===== src/rtl/riscv_wb_arbiter_pkg.sv =====
// riscv_wb_pkg: shared widths, writeback request type and arbiter source ids
package riscv_wb_pkg;
    localparam int XLEN = 32;
    localparam int AW = 5;
    typedef struct packed {
        logic [AW-1:0]   addr;
        logic [XLEN-1:0] data;
    } wb_req_t;
    typedef enum logic {SRC_A, SRC_B} src_e;
endpackage


===== src/rtl/riscv_wb_arbiter_if.sv =====
// riscv_wb_arbiter_if: producer handshakes and register-file write port
interface riscv_wb_arbiter_if;
    import riscv_wb_pkg::*;
    logic            a_valid_i, a_ready_o, b_valid_i, b_ready_o;
    logic [AW-1:0]   a_addr_i, b_addr_i, AddrD_o;
    logic [XLEN-1:0] a_data_i, b_data_i, DataD_o;
    logic            RegWEn_o;
    logic [31:0]     pending_o;
    modport slave (
        input  a_valid_i, a_addr_i, a_data_i, b_valid_i, b_addr_i, b_data_i,
        output a_ready_o, b_ready_o, AddrD_o, DataD_o, RegWEn_o, pending_o
    );
    modport master (
        output a_valid_i, a_addr_i, a_data_i, b_valid_i, b_addr_i, b_data_i,
        input  a_ready_o, b_ready_o, AddrD_o, DataD_o, RegWEn_o, pending_o
    );
endinterface


===== src/rtl/riscv_wb_arbiter_fifo.sv =====
// wb_fifo: synchronous FIFO of writeback requests
// Per-entry valid/addr vectors let the parent build the pending-register mask.
module wb_fifo
    import riscv_wb_pkg::*;
#(
    parameter int DEPTH = 2
) (
    input  logic                      clk_i,
    input  logic                      rst_i,
    input  logic                      push,
    input  logic                      pop,
    input  wb_req_t                   din,
    output logic                      full,
    output logic                      empty,
    output wb_req_t                   head,
    output logic [DEPTH-1:0]          ent_valid,
    output logic [DEPTH-1:0][AW-1:0]  ent_addr
);
    localparam int PW = $clog2(DEPTH);
    wb_req_t       mem [DEPTH];
    logic [PW-1:0] wr, rd;
    logic [PW:0]   cnt;
    logic          do_push, do_pop;
    assign do_push = push & ~full;
    assign do_pop  = pop & ~empty;
    assign full    = cnt == (PW+1)'(DEPTH);
    assign empty   = cnt == '0;
    assign head    = mem[rd];
    always_ff @(posedge clk_i) begin
        if (do_push) mem[wr] <= din;
    end
    // pop clears before push sets, so a full-FIFO slot reused in one cycle stays valid
    always_ff @(posedge clk_i) begin
        if (!rst_i) begin
            wr        <= '0;
            rd        <= '0;
            cnt       <= '0;
            ent_valid <= '0;
        end else begin
            if (do_pop) begin
                rd            <= rd + 1'b1;
                ent_valid[rd] <= 1'b0;
            end
            if (do_push) begin
                wr            <= wr + 1'b1;
                ent_valid[wr] <= 1'b1;
            end
            cnt <= cnt + (PW+1)'(do_push) - (PW+1)'(do_pop);
        end
    end
    always_comb begin
        ent_addr = '0;
        for (int i = 0; i < DEPTH; i++) ent_addr[i] = mem[i].addr;
    end
endmodule


===== src/rtl/riscv_wb_arbiter.sv =====
// riscv_wb_arbiter: round-robin merge of ALU and LSU writebacks onto one regfile port
// Define WB_STATS_EN to add saturating conflict and dropped-x0 counters.
module riscv_wb_arbiter
    import riscv_wb_pkg::*;
#(
    parameter int DEPTH = 2
) (
    input  logic                   clk_i,
    input  logic                   rst_i,
    riscv_wb_arbiter_if.slave      bus
`ifdef WB_STATS_EN
    ,
    output logic [31:0]            conflict_cnt_o,
    output logic [31:0]            drop_x0_cnt_o
`endif
);
    wb_req_t                  a_din, b_din, a_head, b_head, out_q;
    logic                     a_full, a_empty, b_full, b_empty;
    logic                     a_acc, b_acc, a_drop, b_drop, gnt_a, gnt_b, both, we_q;
    logic [DEPTH-1:0]         a_ev, b_ev;
    logic [DEPTH-1:0][AW-1:0] a_ea, b_ea;
    logic [31:0]              pend;
    src_e                     last_grant;
    assign a_din  = {bus.a_addr_i, bus.a_data_i};
    assign b_din  = {bus.b_addr_i, bus.b_data_i};
    assign a_acc  = bus.a_valid_i & ~a_full;
    assign b_acc  = bus.b_valid_i & ~b_full;
    assign a_drop = a_acc & (bus.a_addr_i == '0);
    assign b_drop = b_acc & (bus.b_addr_i == '0);
    assign both   = ~a_empty & ~b_empty;
    assign gnt_a  = ~a_empty & (b_empty | (last_grant == SRC_B));
    assign gnt_b  = ~b_empty & ~gnt_a;
    wb_fifo #(.DEPTH(DEPTH)) u_fifo_a (
        .clk_i(clk_i), .rst_i(rst_i), .push(a_acc & ~a_drop), .pop(gnt_a), .din(a_din),
        .full(a_full), .empty(a_empty), .head(a_head), .ent_valid(a_ev), .ent_addr(a_ea)
    );
    wb_fifo #(.DEPTH(DEPTH)) u_fifo_b (
        .clk_i(clk_i), .rst_i(rst_i), .push(b_acc & ~b_drop), .pop(gnt_b), .din(b_din),
        .full(b_full), .empty(b_empty), .head(b_head), .ent_valid(b_ev), .ent_addr(b_ea)
    );
    always_ff @(posedge clk_i) begin
        if (!rst_i) begin
            last_grant <= SRC_B;
            we_q       <= 1'b0;
            out_q      <= '0;
        end else begin
            we_q <= gnt_a | gnt_b;
            if (gnt_a | gnt_b) begin
                out_q      <= gnt_a ? a_head : b_head;
                last_grant <= gnt_a ? SRC_A : SRC_B;
            end
        end
    end
    // mask covers both queues and the write currently on the port; x0 never appears
    always_comb begin
        pend = '0;
        for (int i = 0; i < DEPTH; i++) begin
            if (a_ev[i]) pend[a_ea[i]] = 1'b1;
            if (b_ev[i]) pend[b_ea[i]] = 1'b1;
        end
        if (we_q) pend[out_q.addr] = 1'b1;
        pend[0] = 1'b0;
    end
    assign bus.a_ready_o = ~a_full;
    assign bus.b_ready_o = ~b_full;
    assign bus.AddrD_o   = out_q.addr;
    assign bus.DataD_o   = out_q.data;
    assign bus.RegWEn_o  = we_q;
    assign bus.pending_o = pend;
`ifdef WB_STATS_EN
    logic [32:0] drop_sum;
    assign drop_sum = {1'b0, drop_x0_cnt_o} + 33'(a_drop) + 33'(b_drop);
    always_ff @(posedge clk_i) begin
        if (!rst_i) begin
            conflict_cnt_o <= '0;
            drop_x0_cnt_o  <= '0;
        end else begin
            if (both && ~&conflict_cnt_o) conflict_cnt_o <= conflict_cnt_o + 1'b1;
            drop_x0_cnt_o <= drop_sum[32] ? '1 : drop_sum[31:0];
        end
    end
`endif
endmodule


===== src/flat_wrapper.sv =====
// flat-port wrapper written by rule: the top's interface ports become plain ports
module riscv_wb_arbiter_flat import riscv_wb_pkg::*;
#(
    parameter int DEPTH = 2
)
  (clk_i, rst_i, bus_a_valid_i, bus_a_addr_i, bus_a_data_i, bus_b_valid_i, bus_b_addr_i, bus_b_data_i, bus_a_ready_o, bus_b_ready_o, bus_AddrD_o, bus_DataD_o, bus_RegWEn_o, bus_pending_o);
  riscv_wb_arbiter_if bus_i ();
  input  logic clk_i;
  input  logic rst_i;
  input wire logic [$bits(bus_i.a_valid_i)-1:0] bus_a_valid_i;
  input wire logic [$bits(bus_i.a_addr_i)-1:0] bus_a_addr_i;
  input wire logic [$bits(bus_i.a_data_i)-1:0] bus_a_data_i;
  input wire logic [$bits(bus_i.b_valid_i)-1:0] bus_b_valid_i;
  input wire logic [$bits(bus_i.b_addr_i)-1:0] bus_b_addr_i;
  input wire logic [$bits(bus_i.b_data_i)-1:0] bus_b_data_i;
  output wire logic [$bits(bus_i.a_ready_o)-1:0] bus_a_ready_o;
  output wire logic [$bits(bus_i.b_ready_o)-1:0] bus_b_ready_o;
  output wire logic [$bits(bus_i.AddrD_o)-1:0] bus_AddrD_o;
  output wire logic [$bits(bus_i.DataD_o)-1:0] bus_DataD_o;
  output wire logic [$bits(bus_i.RegWEn_o)-1:0] bus_RegWEn_o;
  output wire logic [$bits(bus_i.pending_o)-1:0] bus_pending_o;
  assign bus_i.a_valid_i = bus_a_valid_i;
  assign bus_i.a_addr_i = bus_a_addr_i;
  assign bus_i.a_data_i = bus_a_data_i;
  assign bus_i.b_valid_i = bus_b_valid_i;
  assign bus_i.b_addr_i = bus_b_addr_i;
  assign bus_i.b_data_i = bus_b_data_i;
  assign bus_a_ready_o = bus_i.a_ready_o;
  assign bus_b_ready_o = bus_i.b_ready_o;
  assign bus_AddrD_o = bus_i.AddrD_o;
  assign bus_DataD_o = bus_i.DataD_o;
  assign bus_RegWEn_o = bus_i.RegWEn_o;
  assign bus_pending_o = bus_i.pending_o;
  riscv_wb_arbiter #(.DEPTH(DEPTH)) u_core (.clk_i(clk_i), .rst_i(rst_i), .bus(bus_i));
endmodule

===== config.mk =====
export PLATFORM = sky130hd
export DESIGN_NAME = riscv_wb_arbiter_flat
export DESIGN_NICKNAME = d
export VERILOG_FILES = /design/src/rtl/riscv_wb_arbiter_pkg.sv /design/src/rtl/riscv_wb_arbiter_if.sv /design/src/rtl/riscv_wb_arbiter_fifo.sv /design/src/rtl/riscv_wb_arbiter.sv /design/src/flat_wrapper.sv
export SDC_FILE = /design/constraint.sdc
export NUM_CORES = 1
export LEC_CHECK = 0
export CORE_ASPECT_RATIO = 1.5
export CORE_MARGIN = 4
export CORE_UTILIZATION = 35
export CTS_BUF_LIST = sky130_fd_sc_hd__clkbuf_4 sky130_fd_sc_hd__clkbuf_8 sky130_fd_sc_hd__clkbuf_16
export DETAILED_ROUTE_END_ITERATION = 16
export GPL_ROUTABILITY_DRIVEN = 0
export MAX_ROUTING_LAYER = met4
export SYNTH_ARGS = -nofsm -noshare
export SYNTH_HDL_FRONTEND = slang
export SYNTH_HIERARCHICAL = 1
export SYNTH_SLANG_ARGS = --single-unit
export TNS_END_PERCENT = 10

===== constraint.sdc =====
create_clock -name clk_i -period 3.5 [get_ports clk_i]
set_input_delay 0.875 -clock clk_i [delete_from_list [all_inputs] [get_ports clk_i]]
set_output_delay 0.875 -clock clk_i [all_outputs]
set_load 0.01 [all_outputs]

==> flow_metrics.tcl, run 1 <==
set metrics [dict create \
    whs_ps 513 \
    async_reset_ff_share_pct 0 \
    clk_latency_ps 490 \
    netlist_top_cells_area "edfxtp_1 48%, dfxtp_1 11%, mux2_2 6.5%, mux2i_1 4.0%, o211a_1 4.0%" \
    period_share_pct 96.6 \
    path_cells "nand2b_1 -> o22ai_1 -> or3_1 -> clkdlybuf4s50_1" \
    yosys_warnings 6 \
    critPathLaunchType "flop" \
    seqPwrFrac_pct 41.3 \
    htree_levels 1 \
    synth.distinct_cells 46 \
    ir_worst_vdd_mv 0.496 \
    antenna-diode-count 0 \
    holdCritPathClass "flop to flop" \
    crit_type "flop to output pin" \
    crit_slowest_cell "dfxtp_1" \
    use_met2_pct 29.9 \
    status "finished clean" \
    cts_tree "built" \
    cp_data_arrival_time_ps 2510 \
    p_comb_share_pct 32.6 \
    final_cell_area_mm2 0.0118 \
    ys.flop_type "edfxtp_1" \
    synth_compound_area_share_pct 9.80 \
    numPortBuffers 148 \
    hpwl_um 16800 \
    grt_overflow_total 0 \
    p_switching_mw 2.85 \
    power_leakage_nw 4.50 \
    critPathMaxFanout 14 \
    power.total_mw 8.89 \
    synth.avg_cell_area_um2 13.0 \
    cp_slowest_stage_delay_ps 680 \
    yosysTopAreaCell "edfxtp_1" \
    mostFrequentLayoutCell "edfxtp_1" \
    syn_inst 721 \
    p_sw_share_pct 32.1 \
    seq_area_frac_synth_pct 58.9 \
    nets 924 \
    drive_gt1_share_pct 15.8 \
    postCtsSetupBuffers 0 \
    rsz0062_at_grt "false" \
    cp_top_family "simple AND/OR/NAND/NOR gates" \
    cts_hold_buffers 0 \
    synth_fp_nets 801 \
    cts_buffers 21 \
    yosys.area_share.adder_pct 0.268 \
    use_met3_pct 2.14 \
    synth_edf_count 148 \
    timing.setup.tns_ps 0 \
    root_buffer "clkbuf_16" \
    skew_ps 16.2 \
    totalWireLength_um 24100 \
    instances_no_fill 1196 \
    drt_iter0_drc 379 \
    path_buf_inv 1 \
    worstMarginPinSlew_ps 1050 \
    dr.pass1.iters 5 \
    grt_pass1_wl_um 36500 \
    antenna_found_initial 0 \
    boundaryPins 150 \
    final-max-slew-violation-count 0 \
    clkTransAtPathRegs_ps 60 \
    placed_cells 1158 \
    ant_nets 0 \
    wl_per_cell_um 20.2 \
    layout_common_cells "148 x edfxtp_1, 147 x clkdlybuf4s50_1, 58 x nand2_1" \
    yosys.area_share.simple_pct 13.3 \
    die_w_um 141 \
    use_met1_pct 17.3 \
    clockBufferDepth 3 \
    period_minus_slack_ps 3380 \
    grt_max_degree 75 \
    synth_top_area_share_pct 47.5 \
    route.detailed.drc 0 \
    synth_top_family_by_area "simple AND/OR/NAND/NOR gates" \
    clock-sinks 201 \
    syn_area_mm2 0.00935 \
    p_int_mw 6.04 \
    ys_ff_latch 201 \
    die_area_mm2 0.0294 \
    num_rows 73 \
    grt_pass1_vias 6553 \
    syn_to_final_growth_pct 25.8 \
    slew_headroom_pct 30.0 \
    routed_via_density 5.39 \
    start_util_pct 35.4 \
    grt.busiest_layer "met2" \
    die_y_um 208 \
    cts_resized 0 \
    cp-end-kind "output pin" \
    cp.required_ps 2620 \
    hold_viol_final 0 \
    clock_power_share_pct 26.0 \
    vias 6441 \
    timing.fmax_mhz 296 \
    cap_violations 0 \
    placed_area_mm2 0.0110 \
    coreArea_mm2 0.0264 \
    synth_mux_area_share_pct 12.9 \
    setup_viol 0 \
    synth_xor_area_share_pct 0.562 \
    track_usage_pct 16.3 \
    power_per_cell_area_mw_per_mm2 756 \
]
==> kinds of logic (layout without fill, tap and decap cells) <==
family	count (synthesis)	count (layout)
simple gates	210	210
compound gates	116	116
fa+ha+maj	2	2
flops	201	201
buf+inv	74	212
mux	111	111
other cells	1	1
xor+xnor	6	6
==> worst paths after layout <==
check,cells past startpoint,endpoint,startpoint,slack (ps)
worst max-delay path,4,bus_pending_o[30],u_core/bus.AddrD_o[0],120
worst min-delay path,2,u_core/u_fifo_a/wr,u_core/u_fifo_a/wr,510
worst max register to register,6,u_core/u_fifo_b/mem[1][0],u_core/u_fifo_b/cnt[0],1200
worst min register to register,2,u_core/u_fifo_a/wr,u_core/u_fifo_a/wr,510
==> metrics by stage <==
stage | utilization (%) | setup WS (ps)
finish | 44.5 | 120
global route | 44.5 | 3.21
CTS | 44.5 | 125
detailed placement | 41.8 | 403
global placement | 41.8 | 443
floorplan | - | 774
==> power groups by stage <==
| stage | Sequential, mW | Clock (mW) | Combinational, mW |
|---|---|---|---|
| 2_1_floorplan | 3.46 | 0 | 2.11 |
| 6_report | 3.67 | 2.31 | 2.90 |
| 3_3_place_gp | 3.72 | 0 | 2.91 |
| 3_5_place_dp | 3.73 | 0 | 2.93 |
| 4_1_cts | 3.69 | 2.38 | 2.95 |
| 5_1_grt | 3.76 | 2.48 | 3.17 |
==> registers in the layout, indices dropped and copies added, names as in the netlist, 2 cells and up, named ones only <==
signal / count
u_core/bus.AddrD_o: 5
u_core/u_fifo_a/mem: 74
u_core/u_fifo_a/cnt: 2
u_core/u_fifo_a/ent_valid: 2
u_core/u_fifo_b/ent_valid: 2
u_core/u_fifo_b/mem: 74
u_core/u_fifo_b/cnt: 2
u_core/bus.DataD_o: 32
==> cell type report <==
| class | count | area [um2] |
|---|---|---|
| clock buffer | 29 | 598 |
| timing repair buffer | 159 | 1580 |
| tap | 337 | 422 |
| multi-input combinational | 446 | 3460 |
| sequential | 201 | 5510 |
| inverter | 15 | 56.3 |
| fill | 2437 | 14600 |
| clock inverter | 9 | 131 |
==> cells in the mapped netlist (3+ instances only) <==
cell	n
or3_1	14
nor3_1	12
xor2_1	4
and2_1	3
inv_1	13
buf_2	26
mux2i_1	37
nand3_1	25
nand2_1	58
a21oi_1	9
clkbuf_1	6
o32ai_1	4
or4_1	4
o21ai_1	6
nor2_1	25
nor2b_1	10
o211a_1	37
mux2_1	20
edfxtp_1	148
nand4_1	9
o22ai_1	24
nand4b_1	14
nand2b_1	10
and4bb_2	15
mux2_2	54
a32oi_1	4
a22oi_1	22
nor4b_1	5
dfxtp_1	53
buf_4	24
==> worst reg2reg max path, stage by stage, from the launching register on <==
cell      delay (ps)
dfxtp_1          420
nand2b_2         210
inv_2             50
inv_1             90
o311a_1          290
nand3_1          140
inv_2            690
==> layer usage <==
layer | routed length, um | up-vias
met5 | 0 | -
met4 | 947 | 0
met3 | 1300 | 51
met2 | 13000 | 270
met1 | 8900 | 3109
li1 | - | 3011
Power figures use the tool's default switching activity.
==> inputs of run 2 (changes only) <==
Clock period 3.5 ns to 3.81 ns, I/O delays scaled along.
==> run 2 against run 1 <==
Clock power decreased by 13%. Sequential share of layout area is 0.27 points higher. Utilization shrank 0.26 points. Sequential power down 7.9%. Combinational power down 9.3%. Critical path type unchanged. Critical endpoint is now bus_pending_o[3].
==> flow_metrics.tcl, run 2 (same netlist as run 1, synthesis figures left out) <==
set metrics [dict create \
    status "finished clean" \
    fin_util_pct 44.3 \
    period_minus_slack_ps 3640 \
    layout_common_cells "148 x edfxtp_1, 147 x clkdlybuf4s50_1, 58 x nand2_1" \
    root_buffer "clkbuf_16" \
    period_share_pct 95.6 \
    postCtsSetupBuffers 0 \
    clk_latency_ps 490 \
    placed_cells 1157 \
    timing.fmax_mhz 275 \
    ir_worst_vdd_mv 0.402 \
    path_cells "nor4b_1 -> a32oi_1 -> nand4_1 -> clkdlybuf4s50_1" \
    setup_slack_ps 169 \
    num_rows 73 \
    slew_headroom_pct 33.4 \
    wl_per_cell_um 20.0 \
    route.detailed.drc 0 \
    power_leakage_nw 4.46 \
    holdCritPathClass "flop to flop" \
    use_met1_pct 18.3 \
    cts_resized 0 \
    grt_max_degree 75 \
    clockBufferDepth 3 \
    timing.setup.tns_ps 0 \
    critPathMaxFanout 9 \
    drive_gt1_share_pct 15.5 \
    setup_viol 0 \
    placed_area_mm2 0.0110 \
    grt_pass1_vias 6344 \
    totalWireLength_um 23900 \
    critPathLaunchType "flop" \
    antenna_found_initial 0 \
    whs_ps 501 \
    coreArea_mm2 0.0264 \
    skew_ps 16.3 \
    final_cell_area_mm2 0.0117 \
    dpl_worst_slack_ps 631 \
    die_y_um 208 \
    numPortBuffers 148 \
    ant_nets 0 \
    ff2ff_setup_slack_ps 1540 \
    boundaryPins 150 \
    grt_overflow_total 0 \
    mostFrequentLayoutCell "edfxtp_1" \
    use_met3_pct 2.28 \
    clkTransAtPathRegs_ps 60 \
    htree_levels 1 \
    cp.required_ps 2860 \
    clock-sinks 201 \
    rsz0062_at_grt "false" \
    cap_violations 0 \
    use_met2_pct 29.2 \
    final-max-slew-violation-count 0 \
    cp_data_arrival_time_ps 2690 \
    hpwl_um 16700 \
    cts_hold_buffers 0 \
    syn_to_final_growth_pct 25.1 \
    die_area_mm2 0.0294 \
    drt_iter0_drc 415 \
    hold_viol_final 0 \
    power.total_mw 8.01 \
    instances_no_fill 1195 \
    crit_slowest_cell "nor4b_1" \
    start_util_pct 35.4 \
    die_w_um 141 \
    antenna-diode-count 0 \
    routed_via_density 5.37 \
    cp_slowest_stage_delay_ps 790 \
    rr_worst_depth 6 \
    min_path_cells 2 \
    dr.pass1.iters 6 \
    nets 923 \
    grt.busiest_layer "met2" \
    n_fill_cell 2420 \
    grt_pass1_wl_um 36400 \
    cts_buffers 21 \
    power_per_cell_area_mw_per_mm2 686 \
    vias 6414 \
    track_usage_pct 16.1 \
    worstMarginPinSlew_ps 999 \
    cts_tree "built" \
    crit_type "flop to output pin" \
    cp-end-kind "output pin" \
]
[run 2: area by class of cell]
type,instances,area (um2),share of cell area (%)
Sequential cell,201,5510,47.1
Multi-Input combinational cell,446,3460,29.6
Timing Repair Buffer,158,1560,13.4
Clock buffer,25,562,4.81
Tap cell,337,422,3.61
Clock inverter,13,120,1.03
Inverter,15,56.3,0.482
[run 2: final timing paths]
path                                end                  startpoint
max                    bus_pending_o[3]  u_core/u_fifo_a/mem[0][36]
min                  u_core/u_fifo_b/wr          u_core/u_fifo_b/wr
max reg2reg  u_core/u_fifo_a/mem[1][30]      u_core/u_fifo_a/cnt[0]
min reg2reg          u_core/u_fifo_b/wr          u_core/u_fifo_b/wr
[run 2: critical path: cells and delay by family (launching register included)]
family / cells / cell delay, ps
simple gates: 2 / 940
buf+inv: 1 / 540
flops: 1 / 490
compound gates: 1 / 240
[run 2: per-layer routing]
layer	part of all wire, %	wire, um
met1	37	8850
met2	54	12900
met3	5.9	1420
met4	3.1	739
met5	0	0
[run 2: where the power goes]
group | internal [mW] | switching [mW] | leakage [nW]
Clock | 1.19 | 0.808 | 0.337
Combinational | 1.32 | 1.31 | 2.31
Sequential | 2.90 | 0.482 | 1.82
==> inputs of run 3 (changes only) <==
--- a/config.mk
+++ b/config.mk
@@ -6,4 +6,6 @@
 export NUM_CORES = 1
 export LEC_CHECK = 0
+export CELL_PAD_IN_SITES_DETAIL_PLACEMENT = 1
+export CELL_PAD_IN_SITES_GLOBAL_PLACEMENT = 2
 export CORE_ASPECT_RATIO = 1.5
 export CORE_MARGIN = 4
@@ -13,4 +15,5 @@
 export GPL_ROUTABILITY_DRIVEN = 0
 export MAX_ROUTING_LAYER = met4
+export PLACE_DENSITY_LB_ADDON = 0.1
 export SYNTH_ARGS = -nofsm -noshare
 export SYNTH_HDL_FRONTEND = slang
==> constraint.sdc (replaced) <==
create_clock -name clk_i -period 3.81 [get_ports clk_i]
set_input_delay 0.762 -clock clk_i [delete_from_list [all_inputs] [get_ports clk_i]]
set_output_delay 0.762 -clock clk_i [all_outputs]
set_load 0.01 [all_outputs]
==> run 3 against run 2 <==
Largest power group unchanged. Routed wire length rose by 11%. Clock power fell by 5%. Cell area shrank 0.86%. Sequential share of layout area up 0.41 points. Clock-buffer cell count grew 1. Maximum frequency increased by 4.6%. Sequential cell count did not move. Register-to-register slack lost 190 ps. Utilization decreased by 0.38 points. Critical path depth unchanged.
==> flow_metrics.tcl, run 3 (same netlist as run 1, synthesis figures left out) <==
set metrics [dict create \
    antenna-diode-count 0 \
    cap_violations 0 \
    timing.setup.tns_ps 0 \
    syn_to_final_growth_pct 24.0 \
    cts_hold_buffers 0 \
    clock-sinks 201 \
    grt_pass1_vias 7269 \
    power_leakage_nw 4.42 \
    fin_util_pct 43.9 \
    cts_buffers 19 \
    multiInputGateArea_mm2 0.00346 \
    ant_nets 0 \
    ir_worst_vdd_mv 0.407 \
    grt_max_degree 75 \
    worstReg2RegEnd "u_core/u_fifo_b/mem[0][28]" \
    clk_latency_ps 480 \
    hold_viol_final 0 \
    hpwl_um 18600 \
    rr_worst_depth 8 \
    cp_slowest_stage_delay_ps 840 \
    seq_area_mm2 0.00551 \
    period_minus_slack_ps 3480 \
    grt_overflow_total 0 \
    status "finished clean" \
    timing.fmax_mhz 287 \
    die_area_mm2 0.0294 \
    cts_tree "built" \
    wl_per_cell_um 22.4 \
    r2r_start "u_core/u_fifo_b/cnt[0]" \
    drive_gt1_share_pct 14.8 \
    clockBufferDepth 3 \
    cp-end-kind "output pin" \
    skew_ps 15.7 \
    setup_viol 0 \
    n_fill_cell 2713 \
    hold_start "u_core/u_fifo_a/wr" \
    rsz0062_at_grt "false" \
    cp_top_family "simple AND/OR/NAND/NOR gates" \
    layout_common_cells "148 x edfxtp_1, 147 x clkdlybuf4s50_1, 58 x nand2_1" \
    crit_slowest_cell "nor4b_1" \
    numPortBuffers 148 \
    num_rows 73 \
    period_share_pct 91.4 \
    antenna_found_initial 0 \
    cts_resized 0 \
    htree_levels 1 \
    boundaryPins 150 \
    ff2ff_setup_slack_ps 1350 \
    grt_pass1_wl_um 41000 \
    dr.pass1.iters 5 \
    drt_iter0_drc 277 \
    route.detailed.drc 0 \
    holdCritPathClass "flop to flop" \
    track_usage_pct 18.2 \
    path_cells "nor4b_1 -> a32oi_1 -> nand4_1 -> clkdlybuf4s50_1" \
    critPathMaxFanout 9 \
    final-max-slew-violation-count 0 \
    crit_type "flop to output pin" \
    die_w_um 141 \
    cp.required_ps 3050 \
    totalWireLength_um 26600 \
    worstMarginPinSlew_ps 1110 \
    mostFrequentLayoutCell "edfxtp_1" \
    clkTransAtPathRegs_ps 60 \
    die_y_um 208 \
    critPathLaunchType "flop" \
    root_buffer "clkbuf_16" \
    coreArea_mm2 0.0264 \
    path_buf_inv 1 \
    power_per_cell_area_mw_per_mm2 686 \
    vias 6538 \
    slew_headroom_pct 26.2 \
    hold-path-endpoint "u_core/u_fifo_a/wr" \
    routed_via_density 5.51 \
    postCtsSetupBuffers 0 \
    min_path_cells 2 \
    nets 917 \
    start_util_pct 35.4 \
    cp_data_arrival_time_ps 2720 \
]
-- run 3: cell types whose count changed in the layout (fill, tap and decap cells not counted), sizes merged --
cell	change
buf	-4
clkbuf	+1
clkinv	-3
clkinvlp	-2
inv	-1
-- run 3: cell type report --
class	instances	area share [%]
multi-input combinational	446	29.8
timing repair buffer	154	13.1
tap	337	3.64
inverter	15	0.486
clock inverter	7	0.723
clock buffer	26	4.66
sequential	201	47.5
-- run 3: worst min-delay path, cell delays in order, from the launching register on --
cell and delay, ps:
dfxtp_1 320, o21ai_0 80, a21oi_1 80
-- run 3: power breakdown --
group / total, mW / internal, mW / leakage (nW) / switching [mW]
logic: 2.64 / 1.30 / 2.28 / 1.34
registers: 3.41 / 2.90 / 1.82 / 0.513
clock network: 1.90 / 1.13 / 0.317 / 0.767
total: 7.95 / 5.33 / 4.42 / 2.62
-- run 3: worst max-delay path by stage --
stage	start	end	slack [ps]	depth (start not counted)
floorplan	bus_a_addr_i[1]	u_core/u_fifo_a/mem[0][0]	1200	5
global route	u_core/u_fifo_a/mem[0][36]	bus_pending_o[3]	100	4
finish	u_core/u_fifo_a/mem[0][36]	bus_pending_o[3]	330	4
global placement	bus_a_addr_i[3]	u_core/u_fifo_a/mem[0][8]	810	7
CTS	u_core/u_fifo_a/mem[0][36]	bus_pending_o[3]	300	4
detailed placement	bus_b_addr_i[0]	u_core/u_fifo_b/mem[0][0]	750	7
-- run 3: metal layers --
layer	global-route usage [%]	vias up	wire [um]	part of all wire, %
met4	7.58	0	1110	4.2
met3	1.61	80	988	3.7
met2	34.0	219	14700	55
li1	-	2981	-	-
met1	19.5	3258	9750	37
met5	-	-	0	0
-- run 3: metrics by stage --
step | hold slack [ps] | cells | power [mW] | worst slack, ps | instance area [um2]
final | 528 | 1186 | 7.95 | 329 | 11600
after global routing | 556 | 1186 | 8.43 | 96.0 | 11600
after CTS | 535 | 1186 | 8.10 | 304 | 11600
after detailed placement | 515 | 1153 | 6.16 | 748 | 11000
after global placement | 483 | 1153 | 6.07 | 811 | 11000
after floorplan | 458 | 721 | 5.11 | 1200 | 9350
